[src/rtl/key_event.sv]
// Key event classifier: turns a debounced key level into one-cycle short press,
// long press, auto-repeat and double-click pulses for the camera control logic.
module key_event #(
  parameter bit          ACTIVE_LOW   = 1'b1,
  parameter int unsigned TICK_DIV     = 50000,
  parameter int unsigned LONG_TICKS   = 1000,
  parameter int unsigned DBL_TICKS    = 250,
  parameter int unsigned REPEAT_TICKS = 100,
  parameter int unsigned TW           = 16
) (
  input  logic clk,
  input  logic rst_n,
  input  logic key_in,
  output logic pressed,
  output logic short_press,
  output logic long_press,
  output logic repeat_pulse,
  output logic double_click
);

  localparam int unsigned   PW          = (TICK_DIV > 1) ? $clog2(TICK_DIV) : 1;
  localparam logic [PW-1:0] PRESC_LAST  = PW'(TICK_DIV - 1);
  localparam logic [TW-1:0] LONG_LAST   = TW'(LONG_TICKS - 1);
  localparam logic [TW-1:0] DBL_LAST    = TW'(DBL_TICKS - 1);
  localparam logic [TW-1:0] REPEAT_LAST = TW'(REPEAT_TICKS - 1);

  typedef enum logic [2:0] {
    IDLE   = 3'd0,
    PRESS1 = 3'd1,
    HOLD   = 3'd2,
    WAIT2  = 3'd3,
    PRESS2 = 3'd4
  } state_e;

  state_e        state_q, state_d;
  logic [PW-1:0] presc_q, presc_d;
  logic [TW-1:0] timer_q, timer_d;
  logic          pressed_q;
  logic          short_q, short_d;
  logic          long_q, long_d;
  logic          repeat_q, repeat_d;
  logic          double_q, double_d;

  logic k;
  logic press_edge;
  logic release_edge;
  logic tick;
  logic long_exp;
  logic dbl_exp;
  logic repeat_exp;
  logic restart;

  // Polarity-normalised level; edges are taken against the registered level.
  assign k            = key_in ^ ACTIVE_LOW;
  assign press_edge   = k & ~pressed_q;
  assign release_edge = ~k & pressed_q;

  assign tick       = (presc_q == PRESC_LAST);
  assign long_exp   = tick && (timer_q == LONG_LAST);
  assign dbl_exp    = tick && (timer_q == DBL_LAST);
  assign repeat_exp = tick && (timer_q == REPEAT_LAST);

  // Next-state and pulse decode; edges take priority over same-cycle expiry.
  always_comb begin
    state_d  = state_q;
    short_d  = 1'b0;
    long_d   = 1'b0;
    repeat_d = 1'b0;
    double_d = 1'b0;
    restart  = 1'b0;
    unique case (state_q)
      IDLE: begin
        if (press_edge) state_d = PRESS1;
      end
      PRESS1: begin
        if (release_edge) begin
          state_d = WAIT2;
        end else if (long_exp) begin
          state_d = HOLD;
          long_d  = 1'b1;
        end
      end
      HOLD: begin
        if (release_edge) begin
          state_d = IDLE;
        end else if (repeat_exp) begin
          repeat_d = 1'b1;
          restart  = 1'b1;
        end
      end
      WAIT2: begin
        if (press_edge) begin
          state_d = PRESS2;
        end else if (dbl_exp) begin
          state_d = IDLE;
          short_d = 1'b1;
        end
      end
      PRESS2: begin
        if (release_edge) begin
          state_d  = IDLE;
          double_d = 1'b1;
        end
      end
      default: state_d = IDLE;
    endcase
  end

  // Timebase restarts on every state change and on each repeat; timer saturates.
  always_comb begin
    presc_d = presc_q;
    timer_d = timer_q;
    if ((state_d != state_q) || restart) begin
      presc_d = '0;
      timer_d = '0;
    end else begin
      presc_d = tick ? '0 : presc_q + PW'(1);
      if (tick && (timer_q != '1)) timer_d = timer_q + TW'(1);
    end
  end

  always_ff @(posedge clk or negedge rst_n) begin
    if (!rst_n) begin
      state_q   <= IDLE;
      presc_q   <= '0;
      timer_q   <= '0;
      pressed_q <= 1'b0;
      short_q   <= 1'b0;
      long_q    <= 1'b0;
      repeat_q  <= 1'b0;
      double_q  <= 1'b0;
    end else begin
      state_q   <= state_d;
      presc_q   <= presc_d;
      timer_q   <= timer_d;
      pressed_q <= k;
      short_q   <= short_d;
      long_q    <= long_d;
      repeat_q  <= repeat_d;
      double_q  <= double_d;
    end
  end

  assign pressed      = pressed_q;
  assign short_press  = short_q;
  assign long_press   = long_q;
  assign repeat_pulse = repeat_q;
  assign double_click = double_q;

endmodule

[config.mk]
export PLATFORM = sky130hd
export DESIGN_NAME = key_event
export DESIGN_NICKNAME = d
export VERILOG_FILES = /design/src/rtl/key_event.sv
export SDC_FILE = /design/constraint.sdc
export NUM_CORES = 1
export LEC_CHECK = 0
export BUFFER_PORTS_ARGS = -buffer_cell sky130_fd_sc_hd__buf_2
export CELL_PAD_IN_SITES_DETAIL_PLACEMENT = 1
export CELL_PAD_IN_SITES_GLOBAL_PLACEMENT = 2
export CORE_MARGIN = 2
export CORE_UTILIZATION = 41
export CTS_BUF_LIST = sky130_fd_sc_hd__clkbuf_4 sky130_fd_sc_hd__clkbuf_8
export CTS_CLUSTER_DIAMETER = 50
export DETAILED_ROUTE_END_ITERATION = 10
export PLACE_DENSITY = 0.94
export SLEW_MARGIN = 20
export SYNTH_ARGS = -nofsm -noshare
export SYNTH_HDL_FRONTEND = slang
export SYNTH_SLANG_ARGS = --single-unit
[constraint.sdc]
create_clock -name clk -period 2.7 [get_ports clk]
set_input_delay 0.54 -clock clk [delete_from_list [all_inputs] [get_ports clk]]
set_output_delay 0.54 -clock clk [all_outputs]
set_load 0.02 [all_outputs]
; Word-level counts from Yosys, hierarchy flattened
; Index checks and enable logic that the tools add are counted.
[classes]
n_addsub = 2
eq_ne = 10
muxes = 22
bitwise = 4
reduce_logical = 8
[op_table]
columns = operator, count
row1 = two-way mux 16 bit, 4
row2 = "adder 16 x 1 -> 16 bit, second input constant", 2
row3 = two-way mux 3 bit, 6
row4 = "== test 16 x 10 -> 1 bit, second input constant", 1
row5 = "== test 16 bit, second input constant", 1
row6 = "== test 16 x 7 -> 1 bit, second input constant", 1
row7 = "== test 16 x 8 -> 1 bit, second input constant", 1
row8 = "inequality test 16 bit, second input constant", 1
row9 = one-hot mux 3 bit (4 select lines), 1
row10 = two-way mux 1 bit, 11
row11 = "== test 3 x 2 -> 1 bit, second input constant", 2
row12 = logical AND 1 bit, 4
row13 = "== test 3 x 1 -> 1 bit, second input constant", 1
row14 = "== test 3 bit, second input constant", 1
row15 = zero test 3 bit, 1
row16 = inequality test 3 bit, 1
row17 = bitwise AND 1 bit, 2
row18 = NOT 1 bit, 2
row19 = nonzero test 2 bit, 1
row20 = OR reduction 2 bit, 1
row21 = logical OR 1 bit, 1
[word_totals]
register_bits = 40
inputBits = 3
out_inout_bits = 5
word_cells = 54

; Depth between registers and ports, before layout
[depth]
word_depth = 8
depth_mapped = 8
ltp_nobuf = 7

; Worst setup path after synthesis
; No wires, ideal clock.
[synth_path]
path_type = register to register
startpoint = reg presc_q[0]
endpoint = reg presc_q[0]
arrival_time_ns = 1.785
required_time_ns = 2.612
setup_slack_ns = 0.826
stages_incl_launch_ff = 9
n_path_buf = 1
synth_period_minus_slack_ns = 1.874
path_cell_list = dfrtp_1 > ha_1 > and3_1 > nand4_2 > nor3_1 > o41ai_1 > o211ai_2 > buf_4 > nor3b_1
[synth_via]
elab_chain_cells = 8
[synth_rtl]
columns = item, line_no
row1 = from (decl), 36  ; logic [PW-1:0] presc_q, presc_d;
row2 = from (signal assigned), 134  ; presc_q <= presc_d;
row3 = == test 16 bit, 58  ; assign tick = (presc_q == PRESC_LAST);
row4 = logical AND 1 bit (on tied branches), "60, 59"
row5 = two-way mux 3 bit (on tied branches), "94, 78"
row6 = two-way mux 3 bit (on tied branches), "92, 76"
row7 = one-hot mux 3 bit (4 select lines), 71  ; unique case (state_q)
row8 = inequality test 3 bit, 113  ; if ((state_d != state_q) || restart) begin
row9 = logical OR 1 bit, 113
row10 = two-way mux 16 bit *, 113
row11 = named net presc_d[0], 36
; Mark *: on every way through the listed nets, which the timed path passes. The rest lies on a longest branch.
; A chain may end at the register's enable or synchronous reset.

; Worst setup path in the final report
[layout_path]
startpoint = reg presc_q[0]
endpoint = reg timer_q[12]
[layout_via]
elab_chain_cells = 8
[layout_rtl]
columns = item, line_no
row1 = == test 16 bit *, 58
row2 = logical AND 1 bit (on tied branches), "60, 59"
row3 = two-way mux 3 bit (on tied branches), "94, 78"
row4 = two-way mux 3 bit (on tied branches), "92, 76"
row5 = one-hot mux 3 bit (4 select lines), 71
row6 = inequality test 3 bit, 113
row7 = logical OR 1 bit, 113
row8 = two-way mux 16 bit / nonzero test 2 bit (equally long branches), -
row9 = to (signal assigned), 135  ; timer_q <= timer_d;
row10 = to (decl), 37  ; logic [TW-1:0] timer_q, timer_d;
; Mark *: on every way between the ends. The rest lies on a longest branch, timed or not.

==> results.txt <==
Summed over all nets, wire length on met3 after detailed routing comes to 110 um. Measured in cells, the most critical reg-to-reg path has a length of 7. The mapped cell area is 2150 um2.

After clock tree synthesis, the setup repair step added 0 buffers. The flip-flop and latch count after synthesis came out at 40. The finished layout holds 312 standard cells, fillers aside. The number of vias after detailed routing came out at 1,682. The antenna diode count is 0. After clock tree synthesis, the flow added hold-fix buffers numbering 0. In this run the horizontal extent of the chip is around 76 um.

The number of gates resized after cts is 0. The first global-routing pass estimated between 8 and 9 mm of wire. The number of maximum-capacitance constraint violations came out at 0.

Measured against its own limit, the worst slew margin works out to 0.407. The first TritonRoute pass finished after 4 iterations. The number of antenna violations at the first check in global routing is 0.

The proportion of synthesized chip area in sequential cells is 0.465. The routed metal-1 wire length came out at 2.15 mm. The number of flops mapped to enable cells by yosys is 0. Using the TritonRoute via totals, the vias-per-cell ratio works out to roughly 5.4. The kind of end point of the critical path is a flop. STA classifies the critical path startpoint as a flop. The Yosys step of the flow raised 0 warnings. After detailed routing, the number of remaining DRC violations is 0. The endpoint identified for the worst register-to-register timing path is timer_q[12]$_DFFE_PN0P_. The worst clock skew came out at around 0.0072 ns. The number of CTS-inserted buffers came out at 5. The share of final-layout standard cells stronger than drive strength 1 is 0.107. The congestion estimate from routability-driven global placement came to 0.842. TritonCTS built the clock tree.

In the final timing run, aggregate negative setup slack is 0 ns. The initial DRC count came out at 65. VDD sags by at most between 200 and 250 uV. The top fanout value on the critical path came out at 7. The transition time at the pin with the least slew margin came out at 0.889 ns.

The number of placement rows is 26. The clock-pin transition on the worst setup and hold timing paths is ~0.07 ns. The placeable core region came out at between 5000 and 6000 um2. The synthesized netlist net count came out at between 200 and 250. The setup-violating endpoint count in the final report came out at 0.

Entering global routing, the biggest net connects 41 pins. The most used flip-flop cell after synthesis is sky130_fd_sc_hd__dfrtp_1. The number of top-level design ports is 8. The number of buffers added on ports came out at 7. Summed over all nets, the half-perimeter wirelength after detailed placement is about 3.2 mm.

The highest clock rate came out at approximately 440 MHz. The share of total power dissipated in sequential elements is 0.476. The final layout contains between 200 and 250 nets.

In this run the critical register-to-register path is launched from presc_q[0]$_DFF_PN0_. The fill cell instance count of the final layout came out at around 600. The overall overflow remaining after global route came out at 0. The maximum buffer depth of the clock tree is 2.

The minimum clock period is 2.26 ns. The internal cell power is around 0.97 mW. The final max-slew violation count came out at 0. The count of mapped cells out of synthesis came out at roughly 230. The post-synthesis async set-or-reset flop share came out at 1.00. The overall die height came out at between 70 and 80 um. The die covers between 5000 and 6000 um2. Setup repair after global routing left no endpoint under its margin. In the final routed layout, each cell accounts on average for roughly 15 um. For this configuration, the core starts out at a cell density of 0.425. The area of all sequential standard cells came out at roughly 1000 um2.

The tightest min-delay check is of the in -> async type. The count of endpoints failing hold in the final timing report is 0. For this design the total switching power over the nets is 0.479 mW.

Averaged over all synthesized cells, the footprint is between 9 and 10 um2. Counting tap cells, the placed design contains a total of between 300 and 400 instances. Dividing the final minimum period by the clock period gives 0.837. The clock latency reported for the late side of the worst-skew pair came out at 0.29 ns. The distinct cell type count after synthesis is 44. The number of nets with antenna violations after detailed routing came out at 0. The final wirelength is between 4 and 5 mm.

The H-tree depth is 2. At the worst endpoint, the required time is between 2 and 3 ns. The detailed router used layers up to and including met4. Of the total power, combinational logic draws 0.227. The tree is rooted in a sky130_fd_sc_hd__clkbuf_8. The total power divided by cell area is between 600 and 700 nW/um2. By startpoint and endpoint, the worst setup path is classified as reg -> reg. In the final layout, the multi-input gates occupy 1090 um2.

Of the total power, the share spent switching nets is 0.330. The part of the total power dissipated in the clock network came out at 0.296. The number of sinks handled by clock tree synthesis came out at 40. The number of global-route vias before repair is 1,774. The global-route usage over all layers is 0.174. The run finished with clean final reports. For flop-to-flop paths, the worst setup slack is 0.44 ns.

The amount of wire on met2 after detailed routing is between 2 and 2.5 mm. The endpoint arrival time on the critical path came out at around 2.5 ns. The area growth from synthesis to layout is 9.06%. The leakage power came out at around 1 nW.
-- critical path, stage by stage, from the launching register on --
cell and delay, ns:
sky130_fd_sc_hd__dfrtp_1 0.37, sky130_fd_sc_hd__ha_1 0.25, sky130_fd_sc_hd__and3_1 0.29, sky130_fd_sc_hd__nand4_1 0.18, sky130_fd_sc_hd__a41oi_2 0.35, sky130_fd_sc_hd__nand3_1 0.20, sky130_fd_sc_hd__or3_1 0.35, sky130_fd_sc_hd__a21oi_1 0.18
-- per-layer routing --
metal	up-vias	track usage
li1	822	-
met1	840	0.223
met2	14	0.292
met3	6	0.0462
met4	0	0.0491
met5	-	0
-- layout by cell type (no fill, tap or decap), drive strengths merged, types with 3 or more instances in the layout --
master and count:
inv 5, nand2 21, nor3b 3, and2 6, nand4 10, a21oi 5, dfrtp 40, nand3 19
buf 10, o21ai 3, or3 3, and3 5, ha 3, xnor2 12, xor2 14, nor2 43
nor3 7, clkbuf 8
-- worst max-delay path by stage --
| stage | from | endpoint | slack [ns] | depth (start not counted) |
|---|---|---|---|---|
| after floorplan | presc_q[0]$_DFF_PN0_ | presc_q[0]$_DFF_PN0_ | 0.83 | 8 |
| after global placement | presc_q[0]$_DFF_PN0_ | timer_q[12]$_DFFE_PN0P_ | 0.55 | 7 |
| after detailed placement | presc_q[0]$_DFF_PN0_ | timer_q[12]$_DFFE_PN0P_ | 0.49 | 7 |
| after CTS | presc_q[0]$_DFF_PN0_ | timer_q[12]$_DFFE_PN0P_ | 0.45 | 7 |
| after global routing | presc_q[0]$_DFF_PN0_ | timer_q[12]$_DFFE_PN0P_ | 0.28 | 8 |
| final | presc_q[0]$_DFF_PN0_ | timer_q[12]$_DFFE_PN0P_ | 0.44 | 7 |
-- state kept, by name, indices dropped and copies added, names as in the netlist --
name,flops
state_q,3
long_press,1
timer_q,16
repeat_pulse,1
short_press,1
presc_q,16
pressed,1
double_click,1
-- layout make-up --
type	count	share of cell area
flip-flops and latches	40	0.426
well taps	70	0.0373
inverters	5	0.00799
multi-input cells	179	0.463
clock buffers	8	0.0415
repair buffers	10	0.0245
-- through the flow --
| stage | area [um2] | util | hold slack, ns | worst slack, ns | total power [mW] |
|---|---|---|---|---|---|
| after floorplan | 2150 | - | 0.244 | 0.826 | 0.966 |
| after CTS | 2350 | 0.463 | 0.409 | 0.447 | 1.47 |
| final | 2350 | 0.463 | 0.373 | 0.440 | 1.45 |
| after detailed placement | 2250 | 0.444 | 0.456 | 0.488 | 1.03 |
| after global placement | 2250 | 0.444 | 0.441 | 0.549 | 1.03 |
| after global routing | 2350 | 0.463 | 0.454 | 0.277 | 1.55 |
-- power groups by stage --
stage	clock [mW]	combinational (mW)	sequential, mW
2_1_floorplan	0	0.281	0.685
3_3_place_gp	0	0.328	0.700
3_5_place_dp	0	0.333	0.702
4_1_cts	0.447	0.332	0.690
5_1_grt	0.471	0.376	0.699
6_report	0.429	0.329	0.690
-- logic make-up after synthesis --
group,count (synthesis),synth area share
XOR/XNOR,26,0.106
adder cells (fa/ha/maj),3,0.0174
flip-flops,40,0.465
AO/OA/AOI/OAI,21,0.0714
buffers and inverters,13,0.0308
multiplexers,1,0.00465
AND/OR/NAND/NOR,128,0.305
-- cells in the mapped netlist (3+ instances only) --
cell type                 number  area share
sky130_fd_sc_hd__nand3_1      19       0.044
sky130_fd_sc_hd__xnor2_1      12       0.049
sky130_fd_sc_hd__xor2_1       14       0.057
sky130_fd_sc_hd__and2_1        6       0.017
sky130_fd_sc_hd__nand4_1       9       0.026
sky130_fd_sc_hd__or3_1         3      0.0087
sky130_fd_sc_hd__nand2_1      21       0.037
sky130_fd_sc_hd__and3_1        5       0.015
sky130_fd_sc_hd__ha_1          3       0.017
sky130_fd_sc_hd__inv_1         5      0.0087
sky130_fd_sc_hd__nor2_1       43       0.075
sky130_fd_sc_hd__a21oi_1       5       0.012
sky130_fd_sc_hd__dfrtp_1      40        0.46
sky130_fd_sc_hd__buf_4         4       0.014
sky130_fd_sc_hd__nor3_1        7       0.016
sky130_fd_sc_hd__o21ai_0       3      0.0070
No activity file was read; power rests on OpenSTA's default activity.
